<file path="src/rtl/light_sequencer.sv">
// Debounced mode/step buttons drive a WHITE -> RUN -> PAUSE light sequencer; outputs are registered and change with the state.
// Button press to edge pulse is 2 + DEB_CYC cycles; LIGHT_SEQ_FLASH_EN adds a FLASH state on the 6->1 wrap in RUN.
module light_sequencer #(
  parameter int DWELL_W   = 8,
  parameter int DWELL_CYC = 20,
  parameter int DEB_CYC   = 4,
  parameter int FLASH_CYC = 6
) (
  input  logic       clk,
  input  logic       rst,
  input  logic       enable,
  input  logic       mode_btn,
  input  logic       step_btn,
  output logic       advance,
  output logic       sel,
  output logic [2:0] colour_idx,
  output logic       running
);

  if (DWELL_CYC < 2 || DEB_CYC < 1 || DEB_CYC > 15 || FLASH_CYC < 1) begin : g_param_check
    $error("light_sequencer: parameter out of range");
  end

  typedef enum logic [1:0] {S_WHITE, S_RUN, S_PAUSE, S_FLASH} state_t;

  localparam logic [DWELL_W-1:0] DWELL_LAST = DWELL_W'(DWELL_CYC - 1);
  localparam logic [3:0]         DEB_LAST   = 4'(DEB_CYC - 1);

  // Index 0 is the mode button, index 1 the step button.
  logic [1:0]      sync1_q, sync1_d, sync2_q, sync2_d;
  logic [1:0]      deb_q, deb_d, edge_q, edge_d;
  logic [1:0][3:0] deb_cnt_q, deb_cnt_d;

  state_t             state_q, state_d;
  logic [DWELL_W-1:0] dwell_q, dwell_d;
  logic               advance_q, advance_d;
  logic               sel_q, sel_d;
  logic               running_q, running_d;
  logic [2:0]         colour_q, colour_d;
  logic               mode_edge, step_edge;

`ifdef LIGHT_SEQ_FLASH_EN
  localparam int FLASH_W = $clog2(FLASH_CYC + 1);
  localparam logic [FLASH_W-1:0] FLASH_LAST = FLASH_W'(FLASH_CYC - 1);
  logic [FLASH_W-1:0] flash_q, flash_d;
`endif

  always_comb begin
    sync1_d = {step_btn, mode_btn};
    sync2_d = sync1_q;
    deb_d     = deb_q;
    deb_cnt_d = '0;
    edge_d    = '0;
    for (int i = 0; i < 2; i++) begin
      // The count only survives while the synchronised level keeps disagreeing.
      if (sync2_q[i] != deb_q[i]) begin
        if (deb_cnt_q[i] == DEB_LAST) begin
          deb_d[i] = sync2_q[i];
        end else begin
          deb_cnt_d[i] = deb_cnt_q[i] + 4'd1;
        end
      end
      edge_d[i] = deb_d[i] & ~deb_q[i];
    end
  end

  assign mode_edge = edge_q[0];
  assign step_edge = edge_q[1];

  always_comb begin
    state_d   = state_q;
    dwell_d   = dwell_q;
    advance_d = 1'b0;
`ifdef LIGHT_SEQ_FLASH_EN
    flash_d   = flash_q;
`endif
    if (!enable) begin
      state_d = S_WHITE;
      dwell_d = '0;
    end else begin
      case (state_q)
        S_WHITE: begin
          if (mode_edge) begin
            state_d = S_RUN;
            dwell_d = '0;
          end
        end
        S_RUN: begin
          // A mode edge wins over a dwell terminal in the same cycle.
          if (mode_edge) begin
            state_d = S_PAUSE;
            dwell_d = '0;
          end else if (dwell_q == DWELL_LAST) begin
            advance_d = 1'b1;
            dwell_d   = '0;
`ifdef LIGHT_SEQ_FLASH_EN
            if (colour_q == 3'd6) begin
              state_d = S_FLASH;
              flash_d = '0;
            end
`endif
          end else begin
            dwell_d = dwell_q + DWELL_W'(1);
          end
        end
        S_PAUSE: begin
          dwell_d = '0;
          if (mode_edge) begin
            state_d = S_WHITE;
          end else if (step_edge) begin
            advance_d = 1'b1;
          end
        end
`ifdef LIGHT_SEQ_FLASH_EN
        S_FLASH: begin
          if (mode_edge) begin
            state_d = S_PAUSE;
            dwell_d = '0;
          end else if (flash_q == FLASH_LAST) begin
            state_d = S_RUN;
            dwell_d = '0;
          end else begin
            flash_d = flash_q + FLASH_W'(1);
          end
        end
`endif
        default: begin
          state_d = S_WHITE;
          dwell_d = '0;
        end
      endcase
    end

    colour_d = colour_q;
    if (advance_d) begin
      colour_d = (colour_q == 3'd6) ? 3'd1 : colour_q + 3'd1;
    end
    sel_d     = (state_d == S_RUN) || (state_d == S_PAUSE);
    running_d = (state_d == S_RUN) || (state_d == S_FLASH);
  end

  always_ff @(posedge clk or negedge rst) begin
    if (!rst) begin
      sync1_q   <= '0;
      sync2_q   <= '0;
      deb_q     <= '0;
      deb_cnt_q <= '0;
      edge_q    <= '0;
      state_q   <= S_WHITE;
      dwell_q   <= '0;
      advance_q <= 1'b0;
      sel_q     <= 1'b0;
      running_q <= 1'b0;
      colour_q  <= 3'd1;
`ifdef LIGHT_SEQ_FLASH_EN
      flash_q   <= '0;
`endif
    end else begin
      sync1_q   <= sync1_d;
      sync2_q   <= sync2_d;
      deb_q     <= deb_d;
      deb_cnt_q <= deb_cnt_d;
      edge_q    <= edge_d;
      state_q   <= state_d;
      dwell_q   <= dwell_d;
      advance_q <= advance_d;
      sel_q     <= sel_d;
      running_q <= running_d;
      colour_q  <= colour_d;
`ifdef LIGHT_SEQ_FLASH_EN
      flash_q   <= flash_d;
`endif
    end
  end

  assign advance    = advance_q;
  assign sel        = sel_q;
  assign colour_idx = colour_q;
  assign running    = running_q;

endmodule

</file>
<file path="config.mk">
export PLATFORM = sky130hd
export DESIGN_NAME = light_sequencer
export DESIGN_NICKNAME = d
export VERILOG_FILES = /design/src/rtl/light_sequencer.sv
export SDC_FILE = /design/constraint.sdc
export NUM_CORES = 1
export LEC_CHECK = 0
export CORE_ASPECT_RATIO = 1.1
export CORE_MARGIN = 5
export CORE_UTILIZATION = 40
export DETAILED_ROUTE_END_ITERATION = 8
export HOLD_SLACK_MARGIN = 0.03
export PLACE_DENSITY_LB_ADDON = 0.12
export SYNTH_ARGS = -nofsm -noshare
export SYNTH_HDL_FRONTEND = slang
export SYNTH_SLANG_ARGS = --single-unit
export TNS_END_PERCENT = 100
</file>
<file path="constraint.sdc">
create_clock -name clk -period 3.2 [get_ports clk]
set_input_delay 0.64 -clock clk [delete_from_list [all_inputs] [get_ports clk]]
set_output_delay 0.64 -clock clk [all_outputs]
set_load 0.03 [all_outputs]
</file>
==> results_tabular.tex <==
\begin{tabular}{lr}
\hline
Metric & Value \\
\hline
\multicolumn{2}{l}{\textbf{Run status}} \\
Run status & finished clean \\
\multicolumn{2}{l}{\textbf{STA}} \\
Number of setup violations in the final report & 0 \\
Final Skew & 3.242 ps \\
Minimum clock period & 2167 ps \\
Summed negative setup slack over all endpoints & 0 ps \\
Final hold violations & 0 \\
Setup ws final & 1033 ps \\
Headroom to the max-slew limit & 0.7429 \\
Count of pins over their slew limit & 0 \\
FMAX & 461.4 MHz \\
Portion of the clock cycle consumed by the worst path in the final layout & 0.6773 \\
Worst-Margin Slew & 385.6 ps \\
RSZ-0062 raised after global routing & no \\
\multicolumn{2}{l}{\textbf{Final layout}} \\
Share of final-layout standard cells stronger than drive strength 1 & 0.1241 \\
Core Util, Final & 0.4825 \\
Number of antenna repair diodes & 0 \\
Fill cells & 358 \\
Net count of the finished layout & 158 \\
Area growth syn-to-layout & 18.31\% \\
Register cell area after layout & 777.0 um2 \\
Combined area of the multi-input logic cells & 659.4 um2 \\
\multicolumn{2}{l}{\textbf{Logic synthesis}} \\
Cell types occupying the most area after synthesis & sky130\_fd\_sc\_hd\_\_dfrtp\_1, sky130\_fd\_sc\_hd\_\_ha\_1, sky130\_fd\_sc\_hd\_\_nor2\_1 \\
Synthesized-area fraction occupied by xor and xnor cells & 0.05417 \\
Post-synth EDFFs & 0 \\
Sequential-to-total area share from yosys stat & 0.5340 \\
Post-synthesis instance total & 127 \\
Area share of the largest cell type after synthesis & 0.5159 \\
Multiplexer area fraction after synthesis & 0.03095 \\
Synth cell types & 34 \\
Count of state elements after synthesis & 31 \\
Post-synthesis async set-or-reset flop share & 1.000 \\
Synth Warn \# & 0 \\
Largest family of logic cells by synthesized area & simple AND/OR/NAND/NOR gates \\
Netlist area before placement & 1455 um2 \\
Post-synthesis adder-cell area fraction & 0.07739 \\
Synthesized area divided by synthesized cell count & 11.46 um2 \\
Ys flop type & sky130\_fd\_sc\_hd\_\_dfrtp\_1 \\
Net Count, Synth & 141 \\
Simple-gate portion of the synthesized area & 0.1952 \\
Fraction of the mapped netlist area in compound gates & 0.09544 \\
Cell type with the largest total area after synthesis & sky130\_fd\_sc\_hd\_\_dfrtp\_1 \\
\multicolumn{2}{l}{\textbf{Setup path}} \\
Setup slack of the worst register-to-register path & 1480 ps \\
Critical path class & reg -> out \\
Crit path max-delay cell type & sky130\_fd\_sc\_hd\_\_clkdlybuf4s50\_1 \\
Arrival time at the worst endpoint & 1530 ps \\
Series of cell instances along the critical path & clkdlybuf4s50\_1 \\
Critical path buffer and inverter count & 1 \\
Required arrival time at the worst endpoint & 2560 ps \\
Path depth of the worst reg2reg path & 6 \\
Critical path fanouts, max & 5 \\
Reg-to-reg critical path startpoint & running \\
Kind of capture point of the worst setup path & output pin \\
Type of origin of the critical path & register \\
Largest stage delay on the critical path & 680 ps \\
End of the critical path & colour\_idx[0] \\
Launch point of the worst path & colour\_idx[0] \\
Number of gates on the worst path with buffers counted & 1 \\
Reg-to-reg critical path endpoint & dwell\_q[5] \\
Cell class contributing the biggest share of worst-path delay & buffers and inverters \\
\multicolumn{2}{l}{\textbf{CTS}} \\
Buffer levels on the longest clock path & 2 \\
Number of buffers added for setup after CTS & 0 \\
Clock insertion delay at the later pin of the skew report & 280 ps \\
Number of buffers added by the clock tree synthesis step & 5 \\
TritonCTS clock tree & yes \\
Clock transition at the register clock pins on the worst setup and hold paths after CTS & 60 ps \\
Number of instances resized during post-cts repair & 0 \\
Hold buffers post-CTS & 0 \\
H-tree levels & 2 \\
Total clock sinks & 31 \\
CTS root buf & sky130\_fd\_sc\_hd\_\_clkbuf\_8 \\
\multicolumn{2}{l}{\textbf{Floorplanning}} \\
Overall die area & 4945 um2 \\
Core area & 3568 um2 \\
Width of the die & 67.51 um \\
Initial standard-cell utilization of the core & 0.4078 \\
Num rows & 23 \\
Die H & 73.26 um \\
Top-Level Pins & 11 \\
\multicolumn{2}{l}{\textbf{Placement}} \\
I/O Buffers & 10 \\
Worst slack after detailed placement & 1218 ps \\
HPWL Detailed & 1746 um \\
GPL Wtd Cong & 0.8186 \\
\multicolumn{2}{l}{\textbf{Drt}} \\
Detailed-route vias per instance & 4.846 \\
Number of DRC markers in iteration 0 & 51 \\
Vias & 945 \\
DRT Wirelength & 2445 um \\
Remaining antenna violation count & 0 \\
DR WL/cell & 12.54 um \\
Detailed Routing Iterations Pass 1 & 4 \\
Drt drc & 0 \\
\multicolumn{2}{l}{\textbf{Power}} \\
Leakage component of the power & 0.7790 nW \\
Power density relative to cell area & 543.1 nW/um2 \\
Maximum VDD drop & 0.0003540 V \\
Pwr Total & 0.9350 mW \\
\multicolumn{2}{l}{\textbf{Global routing}} \\
First-pass GRT wire length & 4402 um \\
Global-route usage over all layers & 0.1236 \\
Global route total overflow & 0 \\
Largest net degree at the start of global routing & 32 \\
Vias in the first global route & 988 \\
Number of antenna violations at the first check in global routing & 0 \\
\multicolumn{2}{l}{\textbf{Flow run}} \\
Max-cap violations & 0 \\
\multicolumn{2}{l}{\textbf{Min path}} \\
Class of the tightest hold or removal check & reg -> reg \\
\hline
\end{tabular}
[flip-flops by register name (all words and copies together), names as in the netlist]
signal      count
colour_idx      3
sync1_q         2
sync2_q         2
sel             1
running         1
deb_q           2
state_q         1
advance         1
deb_cnt_q       8
dwell_q         8
edge_q          2
[final cells by class]
class | count | share of cell area
Sequential cell | 31 | 0.4513
Multi-Input combinational cell | 91 | 0.3830
Timing Repair Buffer | 11 | 0.06250
Clock buffer | 8 | 0.05814
Tap cell | 50 | 0.03634
Inverter | 4 | 0.008721
[cell usage after synthesis (4+ instances only)]
master,instances
sky130_fd_sc_hd__dfrtp_1,30
sky130_fd_sc_hd__ha_1,9
sky130_fd_sc_hd__xor2_1,5
sky130_fd_sc_hd__inv_1,4
sky130_fd_sc_hd__nand2_1,9
sky130_fd_sc_hd__nand3_1,4
sky130_fd_sc_hd__a31oi_1,4
sky130_fd_sc_hd__nor2b_1,4
sky130_fd_sc_hd__xnor2_1,4
sky130_fd_sc_hd__nand2b_1,4
sky130_fd_sc_hd__o21ai_0,4
sky130_fd_sc_hd__nor2_1,12
[cells by family after synthesis]
family / Yosys count
AOI/OAI and AO/OA: 19
xor gates and xnor gates: 9
adders and majority gates: 9
buffers and inverters: 5
DFF: 31
muxes: 4
and+or+nand+nor: 50
[worst min path at each step]
stage / startpoint / to / slack [ps] / cells after the start
4_1_cts: sync1_q[0] / sync2_q[0] / 350 / 0
3_5_place_dp: sync1_q[0] / sync2_q[0] / 340 / 0
3_3_place_gp: sync1_q[0] / sync2_q[0] / 340 / 0
5_1_grt: sync1_q[1] / sync2_q[1] / 370 / 0
6_report: sync1_q[0] / sync2_q[0] / 350 / 0
2_1_floorplan: sync1_q[0] / sync2_q[0] / 330 / 0
[stage by stage]
stage	area (um2)	instances	hold WS (ps)
finish	1722	195	350.1
global placement	1622	187	339.5
CTS	1722	195	351.7
floorplan	1455	127	331.2
detailed placement	1622	187	337.3
global route	1722	195	369.2
[layer usage]
metal / share of wire / global-route usage / vias to the layer above
met3: 0.043 / 0.05199 / 5
met4: 0.021 / 0.06757 / 0
met2: 0.48 / 0.1935 / 13
met1: 0.45 / 0.1413 / 446
li1: - / - / 481
met5: 0 / 0 / -
[placed cells by master, fill, tap and decap left out, types with 5 or more instances in the layout]
cell type | synthesis | final
sky130_fd_sc_hd__nor2_1 | 12 | 12
sky130_fd_sc_hd__clkbuf_8 | 0 | 7
sky130_fd_sc_hd__ha_1 | 9 | 9
sky130_fd_sc_hd__xor2_1 | 5 | 5
sky130_fd_sc_hd__nand2_1 | 9 | 9
sky130_fd_sc_hd__clkdlybuf4s50_1 | 0 | 10
sky130_fd_sc_hd__dfrtp_1 | 30 | 30
[power breakdown]
part	switching, mW	internal, mW
clock network	0.131	0.196
registers	0.0297	0.434
logic	0.0746	0.0700
total	0.235	0.700
No activity file was read; power rests on OpenSTA's default activity.
